**config.mk**
```make
export PLATFORM = sky130hd
export DESIGN_NAME = multiplier_driver
export DESIGN_NICKNAME = d
export VERILOG_FILES = /design/src/rtl/mul_pkg.sv /design/src/rtl/mul_cycle_counter.sv /design/src/rtl/multiplier_driver.sv
export SDC_FILE = /design/constraint.sdc
export NUM_CORES = 1
export LEC_CHECK = 0
export CORE_UTILIZATION = 42
export DETAILED_ROUTE_END_ITERATION = 8
export HOLD_SLACK_MARGIN = 0.05
export MAX_ROUTING_LAYER = met4
export PLACE_DENSITY = 0.84
export SYNTH_ARGS = -nofsm -noshare
export SYNTH_HDL_FRONTEND = slang
export SYNTH_SLANG_ARGS = --single-unit
```
**constraint.sdc**
```tcl
create_clock -name clk -period 2 [get_ports clk]
set_input_delay 0.6 -clock clk [delete_from_list [all_inputs] [get_ports clk]]
set_output_delay 0.6 -clock clk [all_outputs]
set_load 0.02 [all_outputs]
```
**src/rtl/mul_pkg.sv**
```systemverilog
// Shared constants and state type for the 16x16 sequential multiplier and
// the blocks that drive it.
package mul_pkg;

    localparam int MUL_WIDTH   = 16;
    localparam int MUL_LATENCY = 17;

    typedef enum logic [1:0] {
        IDLE,
        LOAD,
        RUN,
        DONE
    } mul_state_t;

endpackage

```
**src/rtl/mul_cycle_counter.sv**
```systemverilog
// Cycle counter for the multiplier run: synchronous clear, count enable and
// a terminal flag raised while the count sits at LATENCY-1.
module mul_cycle_counter
    import mul_pkg::*;
#(
    parameter int LATENCY = MUL_LATENCY
) (
    input  logic clk,
    input  logic rst,
    input  logic clear,
    input  logic enable,
    output logic terminal
);

    localparam int CW = $clog2(LATENCY) + 1;

    logic [CW-1:0] count;

    // Cleared before every run, so the count never reaches its wrap point.
    always_ff @(posedge clk or negedge rst) begin
        if (!rst) begin
            count <= '0;
        end else if (clear) begin
            count <= '0;
        end else if (enable) begin
            count <= count + 1'b1;
        end
    end

    assign terminal = (count == CW'(LATENCY - 1));

endmodule

```
**src/rtl/multiplier_driver.sv**
```systemverilog
// Control stage for the sequential multiplier: accepts an operand pair, runs
// the multiplier for its fixed latency, and holds the product for downstream.
module multiplier_driver #(
    parameter int WIDTH       = mul_pkg::MUL_WIDTH,
    parameter int MUL_LATENCY = mul_pkg::MUL_LATENCY
) (
    input  logic               clk,
    input  logic               rst,
    input  logic               in_valid,
    output logic               in_ready,
    input  logic [WIDTH-1:0]   in_a,
    input  logic [WIDTH-1:0]   in_b,
    output logic               mul_rst,
    output logic [WIDTH-1:0]   mul_num1,
    output logic [WIDTH-1:0]   mul_num2,
    input  logic [2*WIDTH-1:0] mul_result,
    output logic               out_valid,
    input  logic               out_ready,
    output logic [2*WIDTH-1:0] out_result,
    output logic               busy
);

    import mul_pkg::*;

    mul_state_t state;
    mul_state_t state_next;
    logic       accept;
    logic       count_clear;
    logic       count_enable;
    logic       capture;
    logic       terminal;

    mul_cycle_counter #(
        .LATENCY (MUL_LATENCY)
    ) u_counter (
        .clk      (clk),
        .rst      (rst),
        .clear    (count_clear),
        .enable   (count_enable),
        .terminal (terminal)
    );

    always_ff @(posedge clk or negedge rst) begin
        if (!rst) begin
            state <= IDLE;
        end else begin
            state <= state_next;
        end
    end

    always_comb begin
        state_next   = state;
        accept       = 1'b0;
        count_clear  = 1'b0;
        count_enable = 1'b0;
        capture      = 1'b0;
        case (state)
            IDLE: begin
                if (in_valid) begin
                    accept     = 1'b1;
                    state_next = LOAD;
                end
            end
            LOAD: begin
                count_clear = 1'b1;
                state_next  = RUN;
            end
            RUN: begin
                count_enable = 1'b1;
                if (terminal) begin
                    capture    = 1'b1;
                    state_next = DONE;
                end
            end
            DONE: begin
                if (out_ready) begin
                    state_next = IDLE;
                end
            end
            default: state_next = IDLE;
        endcase
    end

    // Handshake and multiplier control come only from the registered state.
    assign in_ready  = (state == IDLE);
    assign busy      = (state != IDLE);
    assign mul_rst   = (state == RUN) || (state == DONE);
    assign out_valid = (state == DONE);

    always_ff @(posedge clk or negedge rst) begin
        if (!rst) begin
            mul_num1   <= '0;
            mul_num2   <= '0;
            out_result <= '0;
        end else begin
            if (accept) begin
                mul_num1 <= in_a;
                mul_num2 <= in_b;
            end
            if (capture) begin
                out_result <= mul_result;
            end
        end
    end

endmodule

```
==> key figures <==
Drt
  • Routed Antenna Nets: 0
  • Vias: around 2.0k
  • Vias per inst: approximately 4.7
  • Final WL: 6460 µm
  • DR iter-0 viols: 52
  • Drt drc: 0
  • Detailed-router iteration count before antenna repair: 3
  • Routed WL per cell: 14.9 µm

Synth
  • Post-synth EDFFs: 0
  • Net Count, Synth: roughly 260
  • Synth top area cells: dfrtp_1, mux2_4, mux2_2
  • Number of synthesized register bits: approximately 70
  • Seq/Total Area, Yosys: 0.593
  • Synth warnings: 0
  • Top-area cell type share of the netlist area: 0.593
  • Async SR Flop Fraction: 1.00
  • Post-Synthesis Cells: between 150 and 200
  • Library cells used by synthesis: 23
  • Avg Inst Size Synth: roughly 16 µm²
  • Predominant post-synthesis flop cell: dfrtp_1
  • Post-synth top area cell: dfrtp_1
  • Mapped Area: 0.00304 mm²

Timing
  • Period Utilization, post-route: 0.962
  • Fmax achieved: about 0.52 GHz
  • Slew margin rel.: 0.745
  • Final Skew: 0.00730 ns
  • Hold Fails Final Rpt: 0
  • Fin crit period: between 1.5 and 2 ns
  • Setup violations, final: 0
  • Slew Limit Fails: 0
  • RSZ-0062 raised after global routing: no
  • Slew @ Worst Pin: ~0.38 ns

Global routing
  • Total track usage: 0.184
  • Met1 global-route usage: 0.205
  • M2 GR Usage: 0.307
  • First-pass GRT wire length: about 10000 µm
  • Grt total ovfl: 0
  • Gr busiest metal: met2
  • Largest net degree at the start of global routing: 73
  • Number of global-route vias before repair: 2195
  • Number of antenna violations at the first check in global routing: 0
  • Met3 usage in global routing: 0.0578

Placement
  • HPWL after detailed placement: ~4700 µm
  • Gp weighted congestion: around 0.73
  • Placed cell areas: approximately 0.0045 mm²
  • IO buf count: 135

Worst setup path
  • Worst setup EP type: output pin
  • Crit-path cells: clkdlybuf4s50_1
  • CP top delay family: buffers and inverters
  • Data arrival, critical path: roughly 1.3 ns
  • Worst setup SP type: register
  • CP max stage cell: clkdlybuf4s50_1
  • Crit path max fanout: 2
  • WS Path Type: register to output pin
  • Worst path max stage delay: approximately 0.62 ns
  • Required @ worst endpoint: ~1.4 ns
  • Buf/Inv on CP: 1

CTS
  • Root Buffer: clkbuf_8
  • CTS tree: built
  • Latest clock arrival within the worst-skew pair: 0.33 ns
  • CTS Buf Count: 9
  • Clock Pin Slew Worst Setup and Hold Paths: roughly 0.08 ns
  • Clock tree sinks: around 70
  • H-Tree Depth: 3
  • Clock Tree Buf Depth: 2

Final layout
  • Most common cell after layout, fill and taps aside: clkdlybuf4s50_1
  • Commonest non-fill, non-tap cells in the layout: clkdlybuf4s50_1, dfrtp_1, mux2_2, mux2_4, clkbuf_8
  • FILL cells: approximately 510
  • Sequential cell area: roughly 0.0018 mm²
  • Layout cells sized above 1: 0.288
  • P&R area growth vs syn: 54.6%
  • Antenna Cells: 0
  • Nets: 407
  • Final Cell Area: roughly 0.0047 mm²
  • Footprint of the multi-input gates: 0.00112 mm²

Flow run
  • MaxCap Viol Count: 0

Min path
  • Min-delay worst type: primary input to async pin

Floorplanning
  • Cell Rows: 30
  • Die height: roughly 87 µm
  • IO Pins: roughly 140
  • CORE AREA: 0.00691 mm²
  • Die area: ~0.0076 mm²
  • Initial Util: 0.440
  • Die extent in x: 87.0 µm

Pwr
  • Leak: between 2 and 2.5 nW
  • PwrDens: roughly 1600 mW/mm²
  • Max IR drop VDD: 1430 µV
  • Total power: 0.00729 W

Status
  • Status: finished clean
==> metrics by stage <==
stage          hold WS, ns  utilization  worst slack, ns  setup TNS [ns]  std cells
3_3_place_gp         0.486        0.651           0.0453               0        416
3_5_place_dp         0.490        0.651        -0.000792       -0.000792        416
5_1_grt              0.298        0.680           0.0125               0        433
6_report             0.290        0.680           0.0762               0        433
4_1_cts              0.293        0.680          0.00104               0        433
2_1_floorplan        0.304            -            0.337               0        187
==> registers in the layout (all words and copies together) (netlist names) <==
signal and cells:
mul_num1 16, mul_num2 16, out_result 32, state 2
u_counter.count 6
==> cells in the mapped netlist (2+ instances only) <==
cell type / instances
a21oi_1: 4
buf_12: 3
buf_2: 3
dfrtp_1: 72
ha_1: 7
inv_1: 9
mux2_2: 36
mux2_4: 30
nand2_1: 5
nor2_1: 2
o21ai_0: 2
o22ai_1: 3
==> cell families (layout without fill, tap and decap cells) <==
| kind of cell | after synthesis | in the layout | synth area share |
|---|---|---|---|
| adders and majority gates | 7 | 7 | 0.0288 |
| muxes | 66 | 66 | 0.282 |
| xor gates and xnor gates | 2 | 2 | 0.00577 |
| DFF | 72 | 72 | 0.593 |
| buffers and inverters | 16 | 166 | 0.0371 |
| AOI/OAI and AO/OA | 10 | 10 | 0.0194 |
| and+or+nand+nor | 14 | 14 | 0.0338 |
==> where the power goes <==
part	switching, W	leakage [nW]	internal (W)
Clock	0.000536	0.0929	0.000580
Sequential	0.000363	0.894	0.00209
Combinational	0.00167	1.08	0.00205
Total	0.00257	2.06	0.00472
==> repair_timing <==
item | 4_1_cts | 5_1_grt
setup endpoints to repair | 4 | 2
gates resized for setup | 12 | 3
buffers inserted | 1 | 0
hold buffers | 0 | 0
cloned | 0 | 0
==> per-layer routing <==
| layer | up-vias | routed length (µm) |
|---|---|---|
| met5 | - | 0 |
| met4 | 0 | 129 |
| met3 | 14 | 415 |
| met2 | 80 | 3310 |
| met1 | 997 | 2610 |
| li1 | 942 | - |
==> final cells by class <==
| type | instances | share of cell area |
|---|---|---|
| sequential | 72 | 0.384 |
| timing repair buffer | 141 | 0.302 |
| multi-input combinational | 99 | 0.240 |
| clock buffer | 10 | 0.0272 |
| tap | 96 | 0.0256 |
| clock inverter | 6 | 0.0144 |
| inverter | 9 | 0.00720 |
==> worst paths after layout <==
path	start	to	slack, ns	cells past startpoint
setup / recovery	out_result[7]	out_result[7]	0.08	1
setup reg to reg	state[0]	out_result[18]	0.28	7
min in group clk	mul_num2[7]	mul_num2[7]	0.50	1
hold reg to reg	mul_num2[7]	mul_num2[7]	0.50	1
hold / removal	rst	out_result[27]	0.29	2
max in group asynchronous	rst	mul_num2[15]	1.40	2
Note: power is estimated with default switching activity, not from simulation.
